===== src/rtl/vram_pkg.sv =====
// Shared constants and enums for the frame-buffer scheduler.
// Module parameters default to these values.
package vram_pkg;

    localparam int VRAM_DATA_W  = 8;
    localparam int VRAM_ADDR_W  = 15;
    localparam int VRAM_FB_W    = 160;
    localparam int VRAM_FB_H    = 120;
    localparam int VRAM_FB_SIZE = VRAM_FB_W * VRAM_FB_H;

    typedef enum logic {
        IDLE  = 1'b0,
        CLEAR = 1'b1
    } clr_state_e;

    // Which requester owns the RAM port in the current cycle.
    typedef enum logic [1:0] {
        SEL_DISP = 2'd0,
        SEL_CLR  = 2'd1,
        SEL_FIFO = 2'd2,
        SEL_NONE = 2'd3
    } sel_e;

endpackage


===== src/rtl/vram_scheduler_if.sv =====
// Bundle of VGA timing, pixel-write, clear, RAM and display-output signals.
// The slave modport is the scheduler's view of the bundle.
interface vram_scheduler_if
    import vram_pkg::*;
#(
    parameter int ADDR_W = VRAM_ADDR_W,
    parameter int DATA_W = VRAM_DATA_W
);
    logic [9:0]        x;
    logic [9:0]        y;
    logic              hsync_in;
    logic              vsync_in;
    logic              blank_b_in;
    logic              wr_valid;
    logic              wr_ready;
    logic [ADDR_W-1:0] wr_addr;
    logic [DATA_W-1:0] wr_data;
    logic              clr_start;
    logic [DATA_W-1:0] clr_color;
    logic              clr_busy;
    logic [ADDR_W-1:0] ram_addr;
    logic              ram_we;
    logic [DATA_W-1:0] ram_wdata;
    logic [DATA_W-1:0] ram_rdata;
    logic [DATA_W-1:0] pixel;
    logic              hsync;
    logic              vsync;
    logic              blank_b;

    modport slave (
        input  x, y, hsync_in, vsync_in, blank_b_in,
        input  wr_valid, wr_addr, wr_data,
        output wr_ready,
        input  clr_start, clr_color,
        output clr_busy,
        output ram_addr, ram_we, ram_wdata,
        input  ram_rdata,
        output pixel, hsync, vsync, blank_b
    );

    modport master (
        output x, y, hsync_in, vsync_in, blank_b_in,
        output wr_valid, wr_addr, wr_data,
        input  wr_ready,
        output clr_start, clr_color,
        input  clr_busy,
        input  ram_addr, ram_we, ram_wdata,
        output ram_rdata,
        input  pixel, hsync, vsync, blank_b
    );

endinterface


===== src/rtl/vram_wfifo.sv =====
// Small synchronous FIFO with show-ahead head and full/empty flags.
// A push is taken while full only if the same cycle pops.
module vram_wfifo #(
    parameter int WIDTH = 23,
    parameter int DEPTH = 4
) (
    input  logic             clk_i,
    input  logic             rst_ni,
    input  logic             push_i,
    input  logic [WIDTH-1:0] wdata_i,
    input  logic             pop_i,
    output logic [WIDTH-1:0] rdata_o,
    output logic             full_o,
    output logic             empty_o
);
    localparam int AW = $clog2(DEPTH);
    localparam logic [AW:0] PTR_ONE = (AW+1)'(1);

    logic [WIDTH-1:0] mem_q [DEPTH];
    logic [AW:0]      wptr_q, wptr_d;
    logic [AW:0]      rptr_q, rptr_d;
    logic             push_ok;
    logic             pop_ok;

    assign pop_ok  = pop_i & ~empty_o;
    assign push_ok = push_i & (~full_o | pop_ok);

    // Extra pointer MSB separates the full and empty cases.
    assign empty_o = (wptr_q == rptr_q);
    assign full_o  = (wptr_q[AW] != rptr_q[AW]) && (wptr_q[AW-1:0] == rptr_q[AW-1:0]);
    assign rdata_o = mem_q[rptr_q[AW-1:0]];

    always_comb begin
        wptr_d = wptr_q;
        rptr_d = rptr_q;
        if (push_ok) wptr_d = wptr_q + PTR_ONE;
        if (pop_ok)  rptr_d = rptr_q + PTR_ONE;
    end

    always_ff @(posedge clk_i or negedge rst_ni) begin
        if (!rst_ni) begin
            wptr_q <= '0;
            rptr_q <= '0;
        end else begin
            wptr_q <= wptr_d;
            rptr_q <= rptr_d;
        end
    end

    always_ff @(posedge clk_i) begin
        if (push_ok) mem_q[wptr_q[AW-1:0]] <= wdata_i;
    end

endmodule


===== src/rtl/vram_scheduler.sv =====
// Arbitrates one frame-buffer RAM port between display fetch, screen clear and
// a write FIFO, and re-times sync/blank to match the fetched pixel.
module vram_scheduler
    import vram_pkg::*;
#(
    parameter int HACTIVE     = 640,
    parameter int VACTIVE     = 480,
    parameter int SCALE_SHIFT = 2,
    parameter int FB_W        = VRAM_FB_W,
    parameter int FB_H        = VRAM_FB_H,
    parameter int ADDR_W      = VRAM_ADDR_W,
    parameter int DATA_W      = VRAM_DATA_W,
    parameter int WFIFO_DEPTH = 4
) (
    input  logic             vgaclk,
    input  logic             reset,
    vram_scheduler_if.slave  bus
);
    localparam int                FB_SIZE   = FB_W * FB_H;
    localparam logic [ADDR_W-1:0] LAST_ADDR = ADDR_W'(FB_SIZE - 1);
    localparam logic [ADDR_W:0]   FB_LIMIT  = (ADDR_W+1)'(FB_SIZE);
    localparam logic [2:0]        SYNC_RST  = 3'b110;   // {hsync, vsync, blank_b}

    clr_state_e        state_q, state_d;
    logic [ADDR_W-1:0] clr_ptr_q, clr_ptr_d;
    logic [DATA_W-1:0] clr_color_q, clr_color_d;
    sel_e              sel;

    logic              disp_slot;
    logic [ADDR_W-1:0] x_fb, y_fb, disp_addr;

    logic              fifo_full, fifo_empty, fifo_pop, fifo_push;
    logic [ADDR_W+DATA_W-1:0] fifo_head;
    logic [ADDR_W-1:0] head_addr;
    logic [DATA_W-1:0] head_data;
    logic              head_in_range;

    logic [ADDR_W-1:0] ram_addr_q;
    logic [DATA_W-1:0] ram_wdata_q;
    logic [ADDR_W-1:0] ram_addr_c;
    logic [DATA_W-1:0] ram_wdata_c;
    logic              ram_we_c;
    logic              clr_busy_c;

    logic [2:0]        sync_q [2];
    logic              slot_q;
    logic [DATA_W-1:0] pixel_q;

    // ---------------- display address ----------------
    assign disp_slot = bus.blank_b_in && (bus.x[SCALE_SHIFT-1:0] == '0)
                       && (int'(bus.x) < HACTIVE) && (int'(bus.y) < VACTIVE);
    assign x_fb = ADDR_W'(bus.x >> SCALE_SHIFT);
    assign y_fb = ADDR_W'(bus.y >> SCALE_SHIFT);

    generate
        if (FB_W == 160) begin : g_addr_shift
            assign disp_addr = (y_fb << 7) + (y_fb << 5) + x_fb;
        end else begin : g_addr_mul
            assign disp_addr = (y_fb * ADDR_W'(FB_W)) + x_fb;
        end
    endgenerate

    // ---------------- write FIFO ----------------
    assign bus.wr_ready = ~fifo_full;
    assign fifo_push    = bus.wr_valid & ~fifo_full;
    assign head_addr    = fifo_head[ADDR_W+DATA_W-1:DATA_W];
    assign head_data    = fifo_head[DATA_W-1:0];
    assign head_in_range = ({1'b0, head_addr} < FB_LIMIT);

    vram_wfifo #(
        .WIDTH (ADDR_W + DATA_W),
        .DEPTH (WFIFO_DEPTH)
    ) u_wfifo (
        .clk_i   (vgaclk),
        .rst_ni  (reset),
        .push_i  (fifo_push),
        .wdata_i ({bus.wr_addr, bus.wr_data}),
        .pop_i   (fifo_pop),
        .rdata_o (fifo_head),
        .full_o  (fifo_full),
        .empty_o (fifo_empty)
    );

    // ---------------- arbitration ----------------
    always_comb begin
        sel = SEL_NONE;
        if (!reset)                sel = SEL_NONE;
        else if (disp_slot)        sel = SEL_DISP;
        else if (state_q == CLEAR) sel = SEL_CLR;
        else if (!fifo_empty)      sel = SEL_FIFO;
    end

    // ---------------- clear FSM: state register ----------------
    always_ff @(posedge vgaclk or negedge reset) begin
        if (!reset) begin
            state_q     <= IDLE;
            clr_ptr_q   <= '0;
            clr_color_q <= '0;
        end else begin
            state_q     <= state_d;
            clr_ptr_q   <= clr_ptr_d;
            clr_color_q <= clr_color_d;
        end
    end

    // ---------------- clear FSM: next state ----------------
    always_comb begin
        state_d     = state_q;
        clr_ptr_d   = clr_ptr_q;
        clr_color_d = clr_color_q;
        case (state_q)
            IDLE: begin
                if (bus.clr_start) begin
                    state_d     = CLEAR;
                    clr_ptr_d   = '0;
                    clr_color_d = bus.clr_color;
                end
            end
            CLEAR: begin
                if (sel == SEL_CLR) begin
                    clr_ptr_d = clr_ptr_q + ADDR_W'(1);
                    if (clr_ptr_q == LAST_ADDR) state_d = IDLE;
                end
            end
            default: state_d = IDLE;
        endcase
    end

    // ---------------- outputs ----------------
    // Address and write data hold their last driven value on idle cycles.
    always_comb begin
        ram_addr_c  = ram_addr_q;
        ram_wdata_c = ram_wdata_q;
        ram_we_c    = 1'b0;
        fifo_pop    = 1'b0;
        clr_busy_c  = (state_q == CLEAR);
        case (sel)
            SEL_DISP: ram_addr_c = disp_addr;
            SEL_CLR: begin
                ram_addr_c  = clr_ptr_q;
                ram_wdata_c = clr_color_q;
                ram_we_c    = 1'b1;
            end
            SEL_FIFO: begin
                fifo_pop = 1'b1;
                if (head_in_range) begin
                    ram_addr_c  = head_addr;
                    ram_wdata_c = head_data;
                    ram_we_c    = 1'b1;
                end
            end
            default: ;
        endcase
    end

    assign bus.ram_addr  = ram_addr_c;
    assign bus.ram_wdata = ram_wdata_c;
    assign bus.ram_we    = ram_we_c;
    assign bus.clr_busy  = clr_busy_c;

    always_ff @(posedge vgaclk or negedge reset) begin
        if (!reset) begin
            ram_addr_q  <= '0;
            ram_wdata_q <= '0;
        end else begin
            ram_addr_q  <= ram_addr_c;
            ram_wdata_q <= ram_wdata_c;
        end
    end

    // ---------------- pixel and sync pipeline ----------------
    // RAM data is valid the cycle after the slot; capture it then so the
    // pixel lines up with the two-stage delayed sync/blank.
    always_ff @(posedge vgaclk or negedge reset) begin
        if (!reset) begin
            sync_q[0] <= SYNC_RST;
            sync_q[1] <= SYNC_RST;
            slot_q    <= 1'b0;
            pixel_q   <= '0;
        end else begin
            sync_q[0] <= {bus.hsync_in, bus.vsync_in, bus.blank_b_in};
            sync_q[1] <= sync_q[0];
            slot_q    <= disp_slot;
            if (slot_q) pixel_q <= bus.ram_rdata;
        end
    end

    assign bus.hsync   = sync_q[1][2];
    assign bus.vsync   = sync_q[1][1];
    assign bus.blank_b = sync_q[1][0];
    assign bus.pixel   = sync_q[1][0] ? pixel_q : '0;

endmodule


===== src/flat_wrapper.sv =====
// flat-port wrapper written by rule: the top's interface ports become plain ports
module vram_scheduler_flat import vram_pkg::*;
#(
    parameter int HACTIVE     = 640,
    parameter int VACTIVE     = 480,
    parameter int SCALE_SHIFT = 2,
    parameter int FB_W        = VRAM_FB_W,
    parameter int FB_H        = VRAM_FB_H,
    parameter int ADDR_W      = VRAM_ADDR_W,
    parameter int DATA_W      = VRAM_DATA_W,
    parameter int WFIFO_DEPTH = 4
)
  (vgaclk, reset, bus_x, bus_y, bus_hsync_in, bus_vsync_in, bus_blank_b_in, bus_wr_valid, bus_wr_addr, bus_wr_data, bus_wr_ready, bus_clr_start, bus_clr_color, bus_clr_busy, bus_ram_addr, bus_ram_we, bus_ram_wdata, bus_ram_rdata, bus_pixel, bus_hsync, bus_vsync, bus_blank_b);
  vram_scheduler_if #(.ADDR_W(ADDR_W), .DATA_W(DATA_W)) bus_i ();
  input  logic vgaclk;
  input  logic reset;
  input wire logic [$bits(bus_i.x)-1:0] bus_x;
  input wire logic [$bits(bus_i.y)-1:0] bus_y;
  input wire logic [$bits(bus_i.hsync_in)-1:0] bus_hsync_in;
  input wire logic [$bits(bus_i.vsync_in)-1:0] bus_vsync_in;
  input wire logic [$bits(bus_i.blank_b_in)-1:0] bus_blank_b_in;
  input wire logic [$bits(bus_i.wr_valid)-1:0] bus_wr_valid;
  input wire logic [$bits(bus_i.wr_addr)-1:0] bus_wr_addr;
  input wire logic [$bits(bus_i.wr_data)-1:0] bus_wr_data;
  output wire logic [$bits(bus_i.wr_ready)-1:0] bus_wr_ready;
  input wire logic [$bits(bus_i.clr_start)-1:0] bus_clr_start;
  input wire logic [$bits(bus_i.clr_color)-1:0] bus_clr_color;
  output wire logic [$bits(bus_i.clr_busy)-1:0] bus_clr_busy;
  output wire logic [$bits(bus_i.ram_addr)-1:0] bus_ram_addr;
  output wire logic [$bits(bus_i.ram_we)-1:0] bus_ram_we;
  output wire logic [$bits(bus_i.ram_wdata)-1:0] bus_ram_wdata;
  input wire logic [$bits(bus_i.ram_rdata)-1:0] bus_ram_rdata;
  output wire logic [$bits(bus_i.pixel)-1:0] bus_pixel;
  output wire logic [$bits(bus_i.hsync)-1:0] bus_hsync;
  output wire logic [$bits(bus_i.vsync)-1:0] bus_vsync;
  output wire logic [$bits(bus_i.blank_b)-1:0] bus_blank_b;
  assign bus_i.x = bus_x;
  assign bus_i.y = bus_y;
  assign bus_i.hsync_in = bus_hsync_in;
  assign bus_i.vsync_in = bus_vsync_in;
  assign bus_i.blank_b_in = bus_blank_b_in;
  assign bus_i.wr_valid = bus_wr_valid;
  assign bus_i.wr_addr = bus_wr_addr;
  assign bus_i.wr_data = bus_wr_data;
  assign bus_wr_ready = bus_i.wr_ready;
  assign bus_i.clr_start = bus_clr_start;
  assign bus_i.clr_color = bus_clr_color;
  assign bus_clr_busy = bus_i.clr_busy;
  assign bus_ram_addr = bus_i.ram_addr;
  assign bus_ram_we = bus_i.ram_we;
  assign bus_ram_wdata = bus_i.ram_wdata;
  assign bus_i.ram_rdata = bus_ram_rdata;
  assign bus_pixel = bus_i.pixel;
  assign bus_hsync = bus_i.hsync;
  assign bus_vsync = bus_i.vsync;
  assign bus_blank_b = bus_i.blank_b;
  vram_scheduler #(.HACTIVE(HACTIVE), .VACTIVE(VACTIVE), .SCALE_SHIFT(SCALE_SHIFT), .FB_W(FB_W), .FB_H(FB_H), .ADDR_W(ADDR_W), .DATA_W(DATA_W), .WFIFO_DEPTH(WFIFO_DEPTH)) u_core (.vgaclk(vgaclk), .reset(reset), .bus(bus_i));
endmodule

===== config.mk =====
export PLATFORM = sky130hd
export DESIGN_NAME = vram_scheduler_flat
export DESIGN_NICKNAME = d
export VERILOG_FILES = /design/src/rtl/vram_pkg.sv /design/src/rtl/vram_scheduler_if.sv /design/src/rtl/vram_wfifo.sv /design/src/rtl/vram_scheduler.sv /design/src/flat_wrapper.sv
export SDC_FILE = /design/constraint.sdc
export NUM_CORES = 1
export LEC_CHECK = 0
export CAP_MARGIN = 20
export CORE_ASPECT_RATIO = 0.9
export CORE_MARGIN = 2
export CORE_UTILIZATION = 59
export DETAILED_ROUTE_END_ITERATION = 7
export PLACE_DENSITY = 0.88
export SYNTH_ARGS = -nofsm -noshare
export SYNTH_HDL_FRONTEND = slang
export SYNTH_SLANG_ARGS = --single-unit

===== constraint.sdc =====
create_clock -name vgaclk -period 11.15 [get_ports vgaclk]
set_clock_uncertainty 0.1 [all_clocks]
set_input_delay 2.23 -clock vgaclk [delete_from_list [all_inputs] [get_ports vgaclk]]
set_output_delay 2.23 -clock vgaclk [all_outputs]
set_load 0.05 [all_outputs]

==> run summary <==
status - finished clean
CP max FO - 19
Slew Limit Fails - 0
Tmin final - 8.78 ns
post-synthesis sequential area ratio - 61.0%
RSZ-0062 raised after global routing - false
Reg clk slew, reported paths - 0.06 ns
Pint - 1.30 mW
Critical Path RT - 8.82 ns
# fillers - 745
final setup violating endpoints - 0
# IOs - 103
first-pass GRT wire length - 25700 um
H-tree lvl count - 4
Area Overhead vs Synth - 24.4%
synth top area cells - edfxtp_1 38%, dfrtp_1 22%, mux4_2 7.1%, ha_1 4.4%, mux2_2 2.6%
flop and latch count out of synthesis - 160
Post-DRT Antenna Nets - 0
Switching Share - 34.0%
Post-synth EDFFs - 92
worst path cell trace - clkdlybuf4s50_1 > o21ai_0 > nand4_1 > a41oi_1 > o21ai_0 > inv_1 > ha_1 > inv_2 > o311ai_0 > a211oi_1 > a21oi_1 > a2bb2oi_1 > clkdlybuf4s50_1
layout cell share with drive strength beyond 1 - 14.1%
Skew-Pair Late Insertion Delay - 0.43 ns
drt first pass iters - 5
Avg Inst Size Synth - 13.8 um2
cell with the most instances after synthesis - edfxtp_1
diode count - 0
port bufs - 100
Unique masters post-synth - 57
Core Footprint - 0.0121 mm2
HP Class - flip-flop to flip-flop
fin cells - 804
Register Area - 0.00447 mm2
area of the multi-input gates - 0.00263 mm2
gp weighted congestion - 0.849
die area - 0.0133 mm2
top-area cell type share of the netlist area - 37.7%
fin nets - 725
DP HPWL - 10700 um
ys flop type - edfxtp_1
Syn Nets - 623
slowest cell on the critical path - clkdlybuf4s50_1
cell taking the most area after synthesis - edfxtp_1
clock share of power - 27.7%
Via-to-Cell Ratio - 6.16
Slew @ Worst Pin - 0.944 ns
Cell Pwr Density - 216 mW/mm2
antenna violations before repair - 0
hold_ws - 0.262 ns
Starting Density - 60.7%
combinational share of power - 31.3%
drt drc - 0
DIE WIDTH - 121 um
Psw - 0.669 mW
Synth top cells by count - 92 x edfxtp_1, 64 x dfrtp_1, 30 x a21oi_1
largest net degree at the start of global routing - 71
Static Leak - 3.49 nW
WP buf/inv - 4
row count - 38
crit start category - primary input
1st-iter DRT viols - 483
Cells after Synth - 529
Crit Path Class - primary input to output pin
crit path capture type - output pin
Worst EP arrival - 6.45 ns
total power - 1.97 mW
Max-Cap Viols - 0
Crit path largest cell delay - 0.87 ns
die height - 110 um
number of CTS-inserted buffers - 17
Top delay family on crit path - compound AO/OA/AOI/OAI gates
yosys warns - 0
max_slew headroom - 37.1%
Hold Vio Cnt, Final - 0
Tot GR Track Use - 25.8%
setup TNS - 0 ns
Clock Root Buffer - clkbuf_16
wire length per cell after detailed routing - 20.6 um
Max clock buf depth - 2
vias in the first global route - 4987
fmax - 114 MHz
final WL - 16500 um
post-CTS setup buffers - 0
Worst VDD drop - 0.190 mV
# placed instances - 770
Placed Area - 0.00851 mm2
CTS tree - done
Reg power frac - 41.1%
Async SR Flop Fraction - 42.5%
period utilisation layout - 78.8%
Netlist Area Pre-Place - 0.00733 mm2
CTS-repair resized insts - 0
gr ovfl total - 0
clock sinks - 160
total number of vias - 4951
cts hold-fix bufs - 0
Final Cell Area - 0.00911 mm2
## area by class of cell
class	count	area share, %
Timing Repair Buffer	109	12.8
Clock buffer	17	4.67
Tap cell	160	2.20
Multi-Input combinational cell	317	28.9
Sequential cell	160	49.0
Inverter	26	1.07
Clock inverter	15	1.39
## flip-flops by register name, indices dropped and copies added, names as in the netlist
register,count
u_core.u_wfifo.mem_q,92
u_core.sync_q,3
u_core.clr_ptr_q,15
u_core.clr_color_q,8
u_core.ram_addr_q,15
u_core.slot_q,1
u_core.bus.vsync,1
u_core.u_wfifo.rptr_q,3
u_core.bus.hsync,1
u_core.u_wfifo.wptr_q,3
u_core.bus.blank_b,1
u_core.pixel_q,8
u_core.ram_wdata_q,8
u_core.bus.clr_busy,1
## cells in the final DEF, fill, tap and decap left out, types with 18 or more instances in the layout
master           count
a21oi_1             30
clkdlybuf4s50_1     99
dfrtp_1             64
edfxtp_1            92
ha_1                26
inv_1               23
mux4_2              23
nand2_1             23
nor2_1              18
## power groups by stage
| stage | Sequential [mW] | Clock, mW | Combinational, mW |
|---|---|---|---|
| final | 0.808 | 0.544 | 0.615 |
| after detailed placement | 0.822 | 0 | 0.593 |
| after CTS | 0.813 | 0.551 | 0.601 |
| after floorplan | 0.793 | 0 | 0.437 |
| after global routing | 0.817 | 0.575 | 0.660 |
| after global placement | 0.812 | 0 | 0.552 |
## path summary, 6_finish.rpt
kind                                          start  cells past startpoint  slack [ns]              endpoint
hold reg to reg                    u_core.sync_q[3]                      0        0.26    u_core.bus.blank_b
hold / removal                     u_core.sync_q[3]                      0        0.26    u_core.bus.blank_b
max in group asynchronous                     reset                      2        8.45     u_core.pixel_q[0]
min in group asynchronous                     reset                      2        1.89   u_core.bus.clr_busy
setup / recovery                           bus_x[8]                     13        2.37      bus_ram_addr[11]
setup reg to reg           u_core.u_wfifo.rptr_q[1]                     12        7.16  u_core.clr_ptr_q[14]
## cells by family after synthesis
family | share of synthesized area, %
DFF | 61.0
AOI/OAI and AO/OA | 12.0
and+or+nand+nor | 7.16
buffers and inverters | 3.09
muxes | 10.8
adders and majority gates | 4.99
xor gates and xnor gates | 0.956
## layer usage
layer  global-route usage [%]  share of wire, %  vias up
li1                         -                 -     2248
met1                     33.7                41     2438
met2                     42.9                50      229
met3                     6.38               6.8       36
met4                     9.03               2.6        0
met5                        0                 0        -
## stage by stage
step	utilization, %	worst slack, ns
floorplan	-	3.74
global placement	69.7	2.58
detailed placement	70.4	2.46
CTS	75.0	2.48
global route	75.5	2.06
finish	75.5	2.37
(Power assumes the default switching activity.)
